==> src/rtl/ks_voice_ctrl.sv <==
// Karplus-Strong voice sequencer: noise fill, then a read/filter/write-back loop
// over the delay line. Define RETRIGGER_EN to let note_on abort a running note.
module ks_voice_ctrl #(
  parameter int unsigned DW      = 8,
  parameter int unsigned AW      = 8,
  parameter int unsigned SMP_DIV = 4,
  parameter int unsigned DURW    = 16
) (
  input  logic            i_clok,
  input  logic            i_rst,
  input  logic            i_note_on,
  input  logic [AW-1:0]   i_note_len,
  input  logic [DURW-1:0] i_note_dur,
  output logic            o_busy,
  output logic            o_done,
  output logic [AW-1:0]   o_mem_addr,
  output logic            o_mem_we,
  output logic [DW-1:0]   o_mem_wdata,
  input  logic [DW-1:0]   i_mem_rdata,
  output logic [DW-1:0]   o_flt_in,
  input  logic [DW-1:0]   i_flt_out,
  output logic [DW-1:0]   o_smp_out,
  output logic            o_smp_valid
);

  localparam int unsigned Div = (SMP_DIV < 4) ? 4 : SMP_DIV;
  localparam int unsigned PhW = $clog2(Div);
  localparam logic [PhW-1:0] PhRead  = PhW'(1);
  localparam logic [PhW-1:0] PhWrite = PhW'(3);
  localparam logic [PhW-1:0] PhLast  = PhW'(Div - 1);

  typedef enum logic [1:0] {StIdle, StFill, StPlay, StDone} state_e;

  state_e          r_state, w_state_nxt;
  logic [AW-1:0]   r_ptr, w_ptr_nxt;
  logic [AW-1:0]   r_n, w_n_nxt;
  logic [DURW-1:0] r_dur, w_dur_nxt;
  logic [DURW-1:0] r_cnt, w_cnt_nxt;
  logic [PhW-1:0]  r_ph, w_ph_nxt;
  logic [15:0]     r_lfsr, w_lfsr_nxt;
  logic [DW-1:0]   r_flt_in, w_flt_in_nxt;
  logic [DW-1:0]   r_smp_out, w_smp_out_nxt;
  logic            r_smp_valid, w_smp_valid_nxt;
  logic            w_start;
  logic [AW-1:0]   w_len_clamp;
  logic [AW-1:0]   w_ptr_wrap;

  assign w_len_clamp = (i_note_len < AW'(2)) ? AW'(2) : i_note_len;
  assign w_ptr_wrap  = (r_ptr == r_n - AW'(1)) ? '0 : r_ptr + AW'(1);

  always_ff @(posedge i_clok) begin
    if (i_rst) begin
      r_state     <= StIdle;
      r_ptr       <= '0;
      r_n         <= '0;
      r_dur       <= '0;
      r_cnt       <= '0;
      r_ph        <= '0;
      r_lfsr      <= 16'hACE1;
      r_flt_in    <= '0;
      r_smp_out   <= '0;
      r_smp_valid <= 1'b0;
    end else begin
      r_state     <= w_state_nxt;
      r_ptr       <= w_ptr_nxt;
      r_n         <= w_n_nxt;
      r_dur       <= w_dur_nxt;
      r_cnt       <= w_cnt_nxt;
      r_ph        <= w_ph_nxt;
      r_lfsr      <= w_lfsr_nxt;
      r_flt_in    <= w_flt_in_nxt;
      r_smp_out   <= w_smp_out_nxt;
      r_smp_valid <= w_smp_valid_nxt;
    end
  end

  always_comb begin
    w_state_nxt     = r_state;
    w_ptr_nxt       = r_ptr;
    w_n_nxt         = r_n;
    w_dur_nxt       = r_dur;
    w_cnt_nxt       = r_cnt;
    w_ph_nxt        = r_ph;
    w_lfsr_nxt      = r_lfsr;
    w_flt_in_nxt    = r_flt_in;
    w_smp_out_nxt   = r_smp_out;
    w_smp_valid_nxt = 1'b0;
    w_start         = 1'b0;
    o_mem_we        = 1'b0;
    o_mem_addr      = '0;
    o_mem_wdata     = '0;
    o_done          = 1'b0;
    o_busy          = (r_state != StIdle);

    unique case (r_state)
      StIdle: begin
        w_start = i_note_on;
      end
      StFill: begin
        o_mem_we    = 1'b1;
        o_mem_addr  = r_ptr;
        o_mem_wdata = r_lfsr[DW-1:0];
        w_lfsr_nxt  = {r_lfsr[14:0], r_lfsr[15] ^ r_lfsr[13] ^ r_lfsr[12] ^ r_lfsr[10]};
        if (r_ptr == r_n - AW'(1)) begin
          w_ptr_nxt   = '0;
          w_ph_nxt    = '0;
          w_cnt_nxt   = '0;
          w_state_nxt = (r_dur == '0) ? StDone : StPlay;
        end else begin
          w_ptr_nxt = r_ptr + AW'(1);
        end
      end
      StPlay: begin
        o_mem_addr = r_ptr;
        w_ph_nxt   = (r_ph == PhLast) ? '0 : r_ph + PhW'(1);
        if (r_ph == PhRead) begin
          w_flt_in_nxt    = i_mem_rdata;
          w_smp_out_nxt   = i_mem_rdata;
          w_smp_valid_nxt = 1'b1;
        end
        if (r_ph == PhWrite) begin
          o_mem_we    = 1'b1;
          o_mem_wdata = i_flt_out;
          w_ptr_nxt   = w_ptr_wrap;
          w_cnt_nxt   = (r_cnt == r_dur) ? r_cnt : r_cnt + DURW'(1);
        end
        // With Div == 4 the last phase is the write phase, so test the updated count.
        if (r_ph == PhLast && w_cnt_nxt == r_dur) begin
          w_state_nxt = StDone;
        end
      end
      StDone: begin
        o_done      = 1'b1;
        w_state_nxt = StIdle;
      end
      default: w_state_nxt = StIdle;
    endcase

`ifdef RETRIGGER_EN
    if ((r_state == StFill || r_state == StPlay) && i_note_on) begin
      w_start = 1'b1;
    end
`else
`endif

    if (w_start) begin
      w_state_nxt     = StFill;
      w_n_nxt         = w_len_clamp;
      w_dur_nxt       = i_note_dur;
      w_ptr_nxt       = '0;
      w_cnt_nxt       = '0;
      w_ph_nxt        = '0;
      w_smp_valid_nxt = 1'b0;
    end
  end

  assign o_flt_in    = r_flt_in;
  assign o_smp_out   = r_smp_out;
  assign o_smp_valid = r_smp_valid;

endmodule

==> config.mk <==
export PLATFORM = sky130hd
export DESIGN_NAME = ks_voice_ctrl
export DESIGN_NICKNAME = d
export VERILOG_FILES = /design/src/rtl/ks_voice_ctrl.sv
export SDC_FILE = /design/constraint.sdc
export NUM_CORES = 1
export LEC_CHECK = 0
export CAP_MARGIN = 25
export CORE_MARGIN = 4
export CORE_UTILIZATION = 30
export CTS_CLUSTER_SIZE = 16
export DETAILED_ROUTE_END_ITERATION = 12
export PLACE_DENSITY_LB_ADDON = 0.25
export SLEW_MARGIN = 20
export SYNTH_ARGS = -nofsm -noshare
export SYNTH_HDL_FRONTEND = slang
export SYNTH_SLANG_ARGS = --single-unit
==> constraint.sdc <==
create_clock -name i_clok -period 3.6 [get_ports i_clok]
set_input_delay 1.08 -clock i_clok [delete_from_list [all_inputs] [get_ports i_clok]]
set_output_delay 1.08 -clock i_clok [all_outputs]
set_load 0.01 [all_outputs]
==> results.json <==
{
  "ctsResizeCount": 0,
  "grt_usage_pct": 14.1,
  "ys.flop_type": "dfxtp_1",
  "grt_pass1_wl_mm": 18.5,
  "drt-initial-drc-count": 222,
  "synth_fa_ha_area_share_pct": 2.96,
  "dieHeight_um": 127,
  "grt-ovfl-total": 0,
  "status": "completed",
  "timing.hold.ws_ns": 0.474,
  "syn-num-nets": 573,
  "num_rows": 43,
  "highest_layer": "met4",
  "critPathCaptureType": "output pin",
  "synth_mux_area_share_pct": 1.18,
  "hold_path_class": "reg -> reg",
  "route.met3.wl_um": 540,
  "finalCritPeriodShare_pct": 94.9,
  "wl_per_cell_um": 14.6,
  "postCtsSetupBuffers": 0,
  "async_flop_share_pct": 0,
  "slew_violations": 0,
  "path_clk_slew_ns": 0.06,
  "synthTopCellsByArea": "dfxtp_1 (36%), nand2_1 (7.8%), xor2_1 (6.6%), xnor2_1 (5.6%), a21oi_1 (5.4%)",
  "fp.dieW_um": 127,
  "diodes": 0,
  "grt_pass1_vias": 3686,
  "synth-edff-count": 0,
  "synthDistinctLibCells": 59,
  "synthesis.area_mm2": 0.00423,
  "crit_fanout": 1,
  "cts_buffers": 9,
  "slew_headroom_pct": 55.1,
  "arrival_ns": 2.34,
  "syn_to_final_growth_pct": 27.6,
  "initial_core_util_pct": 30.6,
  "postSynthAreaPerCell_um2": 8.13,
  "fmax_mhz": 293,
  "h-tree-depth": 3,
  "met1_length_mm": 5.35,
  "cts_tree": "yes",
  "rsz0062_at_grt": "false",
  "hold_violations": 0,
  "cts_root_buf": "clkbuf_16",
  "worstPathRequired_ns": 2.52,
  "irDropWorstVdd_uv": 283,
  "yosysSeqAreaShare_pct": 36.4,
  "core_area_mm2": 0.0138,
  "fin_setup_tns_ns": 0,
  "fin_nets": 632,
  "dp_slack_ns": 0.175,
  "ant_nets": 0,
  "fillers": 1417,
  "drtPass1Iterations": 4,
  "drv_cap": 0,
  "synth_top_family_by_area": "simple AND/OR/NAND/NOR gates",
  "gp_congestion": 0.922,
  "power.density_mw_per_mm2": 591,
  "synth-compound-area-share_pct": 15.4,
  "routed_wirelength_mm": 11.1,
  "yosysTopAreaCellShare_pct": 36.4,
  "p_total_mw": 3.19,
  "cts_hold_buf": 0,
  "netlist_instances": 520,
  "skew_ns": 0.00413,
  "fin_crit_ns": 3.42,
  "finalSetupViolCount": 0,
  "viasPerCell": 4.83,
  "ys_ff_latch": 77,
  "clkSinkCount": 77,
  "portBuffers": 78,
  "yosys.area_share.simple_pct": 25.6,
  "yosys_warnings": 0,
  "vias": 3691,
  "grt_max_degree": 34,
  "layout_setup_ws_ns": 0.183,
  "clkLatencyLatePin_ns": 0.33,
  "ios": 79,
  "criticalPathCategory": "in -> out",
  "synth_top_cell_by_area": "dfxtp_1",
  "drive_above_1_share_pct": 6.85,
  "synth_xor_area_share_pct": 12.2,
  "wl_met2_mm": 5.10,
  "p_leak_nw": 1.92,
  "die-area_mm2": 0.0161,
  "antenna_found_initial": 0,
  "critPathLaunchType": "input pin",
  "max_slew.worst_pin.slew_ns": 0.671,
  "clk_path_buf_depth": 2,
  "route.detailed.drc": 0,
  "dp_hpwl_mm": 8.33
}
[area by class of cell]
| cell class | count | area [um^2] | share of cell area, % |
|---|---|---|---|
| Clock buffer | 10 | 239 | 4.43 |
| Clock inverter | 6 | 70.1 | 1.30 |
| Inverter | 10 | 37.5 | 0.696 |
| Multi-Input combinational cell | 394 | 2430 | 45.0 |
| Sequential cell | 77 | 1540 | 28.6 |
| Tap cell | 180 | 225 | 4.17 |
| Timing Repair Buffer | 87 | 856 | 15.9 |
[report_power, final]
part / switching (mW) / internal, mW
sequential: 0.124 / 0.976
clock: 0.362 / 0.560
combinational: 0.635 / 0.531
[layout by cell type, fill, tap and decap left out, types with 2 or more instances in the layout]
cell,instances
inv_1,10
nor4_1,7
xor2_1,32
or4_1,3
ha_1,10
and2_1,12
and3_1,5
a41oi_1,2
nand4_1,10
clkinv_4,3
a21oi_1,46
dfxtp_1,77
o21ai_0,2
buf_4,8
nor2_2,2
a211oi_1,3
mux2i_1,5
o21ba_2,2
and4_1,2
nand2b_1,6
clkdlybuf4s50_1,77
a221oi_1,2
nand3_1,15
o2111ai_1,2
nor2_1,45
nand2_1,88
nor3_1,10
o21ai_2,2
a211o_1,7
a22oi_1,4
clkbuf_16,9
o211ai_1,4
nor2b_1,11
xnor2_1,27
a21boi_0,6
or3_1,2
[metrics by stage]
step | util (%) | std cells | area (um^2)
floorplan | - | 520 | 4230
global placement | 36.8 | 748 | 5090
detailed placement | 36.8 | 748 | 5090
CTS | 39.0 | 764 | 5400
global route | 39.0 | 764 | 5400
finish | 39.0 | 764 | 5400
[per-layer routing]
metal | global-route usage [%] | vias to the layer above
met5 | 0 | -
met4 | 4.54 | 0
met3 | 3.66 | 12
met2 | 22.3 | 78
met1 | 18.8 | 1716
li1 | - | 1885
[path summary, 6_finish.rpt]
path / start / to / slack (ns) / cells past startpoint
max: i_flt_out[2] / o_mem_wdata[2] / 0.18 / 4
min: r_lfsr[2]$_SDFFE_PP0P_ / r_lfsr[2]$_SDFFE_PP0P_ / 0.47 / 2
max reg2reg: r_n[0]$_SDFFE_PP0P_ / r_cnt[12]$_SDFFE_PP0P_ / 0.45 / 11
min reg2reg: r_lfsr[2]$_SDFFE_PP0P_ / r_lfsr[2]$_SDFFE_PP0P_ / 0.47 / 2
[synth_stat cells (2+ instances only)]
| library cell | count |
|---|---|
| a21oi_1 | 46 |
| o21ai_0 | 2 |
| nor2b_1 | 11 |
| a22oi_1 | 4 |
| o21ai_2 | 2 |
| nand2b_1 | 6 |
| nor3_1 | 10 |
| ha_1 | 10 |
| nand3_1 | 15 |
| a41oi_1 | 2 |
| inv_1 | 10 |
| o2111ai_1 | 2 |
| clkbuf_1 | 19 |
| a211o_1 | 7 |
| o21ba_2 | 2 |
| mux2i_1 | 5 |
| dfxtp_1 | 77 |
| xor2_1 | 32 |
| nor2_2 | 2 |
| xnor2_1 | 27 |
| buf_4 | 10 |
| nand4_1 | 10 |
| a211oi_1 | 3 |
| and3_1 | 5 |
| a21boi_0 | 6 |
| or4_1 | 3 |
| and4_1 | 2 |
| nor2_1 | 45 |
| o211ai_1 | 4 |
| or3_1 | 2 |
| nand2_1 | 88 |
| a221oi_1 | 2 |
| buf_2 | 3 |
| buf_6 | 3 |
| buf_1 | 2 |
| nor4_1 | 7 |
| and2_1 | 12 |
[kinds of logic after synthesis]
| family | count (synthesis) |
|---|---|
| buffers and inverters | 49 |
| xor gates and xnor gates | 59 |
| AOI/OAI and AO/OA | 96 |
| and+or+nand+nor | 224 |
| muxes | 5 |
| DFF | 77 |
| adders and majority gates | 10 |
[state kept, by name (all words and copies together), names as in the netlist]
register	cells
r_cnt	16
r_lfsr	16
r_ph	2
r_ptr	8
o_smp_out	8
o_smp_valid	1
r_n	8
r_state	2
r_dur	16
[critical path: stages]
cell and delay, ns:
clkdlybuf4s50_1 0.46, nand2_1 0.05, a21boi_0 0.19, clkdlybuf4s50_1 0.56
Note: power is estimated with default switching activity, not from simulation.
==> variant: new RTL, config.mk and constraints unchanged <==
Add a define of `RETRIGGER_EN`.
--- a/src/rtl/ks_voice_ctrl.sv
+++ b/src/rtl/ks_voice_ctrl.sv
@@ -1,4 +1,6 @@
 // Karplus-Strong voice sequencer: noise fill, then a read/filter/write-back loop
 // over the delay line. Define RETRIGGER_EN to let note_on abort a running note.
+`define RETRIGGER_EN
+
 module ks_voice_ctrl #(
   parameter int unsigned DW      = 8,
Function: changed (Yosys sat finds a counterexample within 4 cycles, from zero or initial values and one cycle with i_rst high).
==> variant against the unedited design <==
- combinational power hardly changed
- sequential share of layout area is 0.44 points lower
- die area is 0.81% higher
- routed wire length is 0.57% higher
- global-route usage is 0.22 points higher
- register-to-register slack better by 0.25 ns
- sequential cell count stayed put
- synthesized area is 0.86% higher
- final area is 1.6% higher
- utilization is 0.45 points higher
- via count is 2.9% higher
- power is 2.3% higher
- worst setup slack worse by 0.014 ns
- synthesized cell count is 2.9% higher
- critical endpoint unchanged
- largest power group unchanged
==> variant: results (changes against the unedited design) <==
- Crit path DAT: 2.35 ns
- Avg Cell Area, Syn: 7.973 µm² (-2.0%)
- Worst-path clk slew: 0.06 ns (about the same)
- Post_cts resized: 0 (unchanged)
- Fillcell total: 1,433 (+1.1%)
- Port bufs: 78 (unchanged)
- Total CTS buffers: 9 (unchanged)
- Initial antenna violation count: 0 (unchanged)
- Pre-CTS setup slack: 0.1821 ns (+0.006856 ns)
- Sequential cell area fraction in the yosys report: 0.3614 (-0.003101)
- First-pass GRT wire length: 18.66 mm (+0.71%)
- Placement Cell Area: 5151 µm² (+1.3%)
- Design Area, Final: 5479 µm² (+1.6%)
- Vias in the first global route: 3,696 (+0.27%)
- Lkg Pwr: 1.977 nW (+2.9%)
- Estimated wirelength of the detail-placed design: 8.346 mm (+0.23%)
- Switching Share: 0.3601 (+0.008511)
- Setup bufs post-CTS: 0 (unchanged)
- Synth Warn #: 0 (unchanged)
- CTS Root Cell: clkbuf_16
- Most frequent cells after synthesis: nand2_1 (91), dfxtp_1 (77), nor2_1 (50)
- Outcome: complete, no violations
- Total track usage: 0.1432 (+0.002197)
- Async S/R FF share, synth: 0 (unchanged)
- Via-per-instance ratio: 4.863 (+0.66%)
- Post-route insts no fill: 781 (+2.2%)
- Largest net degree at the start of global routing: 27 (-21%)
- Distinct cells, synth: 54 (-8.5%)
- Hold Path Class: flop to flop
- Dpl cells: 765 (+2.3%)
- H-tree levels: 3 (unchanged)
- Skew-Pair Late Insertion Delay: 0.34 ns
- Share of layout cells above drive strength 1: 0.06156 (-0.006929)
- Antenna viol nets, final: 0 (unchanged)
- Nets: 649 (+2.7%)
- Largest registers: r_cnt (16), r_dur (16), r_lfsr (16)
- P_clk: 981 µW (+6.4%)
- Comb group: 1.17 mW (about the same)
- First-iteration detailed-routing DRC count: 221 (-0.45%)
- Largest cells by area after synthesis: dfxtp_1 (36%), nand2_1 (8.0%), xnor2_1 (5.5%), xor2_1 (5.5%), a21oi_1 (5.3%)
- RePlAce Congestion: 0.8452 (-8.3%)
- Actual slew at the worst max-slew pin: 0.6220 ns (-0.04945 ns)
- Clk_skew: 0.005941 ns (+0.001809 ns)
- Crit-path max FO: 1 (unchanged)
- Maximum vdd drop: 345.8 µV (+22%)
- Post-synth net total: 588 (+2.6%)
- DR WL/cell: 14.35 µm (-1.6%)
- Diode count: 0 (unchanged)
- Fin Setup TNS: 0 ns (unchanged)
==> variant: logic make-up after synthesis <==
| group | share of synthesized area |
|---|---|
| AO/OA/AOI/OAI | 0.1587 |
| AND/OR/NAND/NOR | 0.2555 |
| flip-flops | 0.3614 |
| buffers and inverters | 0.05515 |
| adder cells (fa/ha/maj) | 0.02933 |
| XOR/XNOR | 0.1185 |
| multiplexers | 0.02141 |
==> variant: layer usage <==
metal,share of wire,vias up,global-route usage,wire length (µm)
li1,-,1952,-,-
met1,0.50,1753,0.1986,5634
met2,0.45,89,0.2226,4993
met3,0.045,4,0.03888,499
met4,0.0071,0,0.03344,80
met5,0,-,0,0
==> variant: stage by stage <==
step	hold slack, ns	total power [mW]
floorplan	0.4314	1.917
global route	0.4948	3.485
global placement	0.4411	2.285
detailed placement	0.4500	2.298
finish	0.4628	3.261
CTS	0.4640	3.298
==> variant: worst paths after layout <==
check                                   from  cells after the start              to  slack, ns
worst min-delay path               r_lfsr[6]                      1       r_lfsr[6]       0.46
worst min register to register     r_lfsr[6]                      1       r_lfsr[6]       0.46
worst max register to register      r_cnt[1]                     11      r_state[0]       0.70
worst max-delay path            i_flt_out[2]                      4  o_mem_wdata[2]       0.17
==> variant: worst max-delay path, stage by stage <==
cell and delay [ns]:
clkdlybuf4s50_1 0.47, nand2_1 0.05, a21boi_0 0.18, clkdlybuf4s50_1 0.57
==> variant: final cells by class <==
cell class	instances	area (µm²)	share of cell area
well taps	180	225.2	0.04111
multi-input cells	407	2491	0.4547
inverters	14	52.55	0.009591
clock inverters	7	100.1	0.01827
clock buffers	9	225.2	0.04111
repair buffers	87	843.3	0.1539
flip-flops and latches	77	1541	0.2813
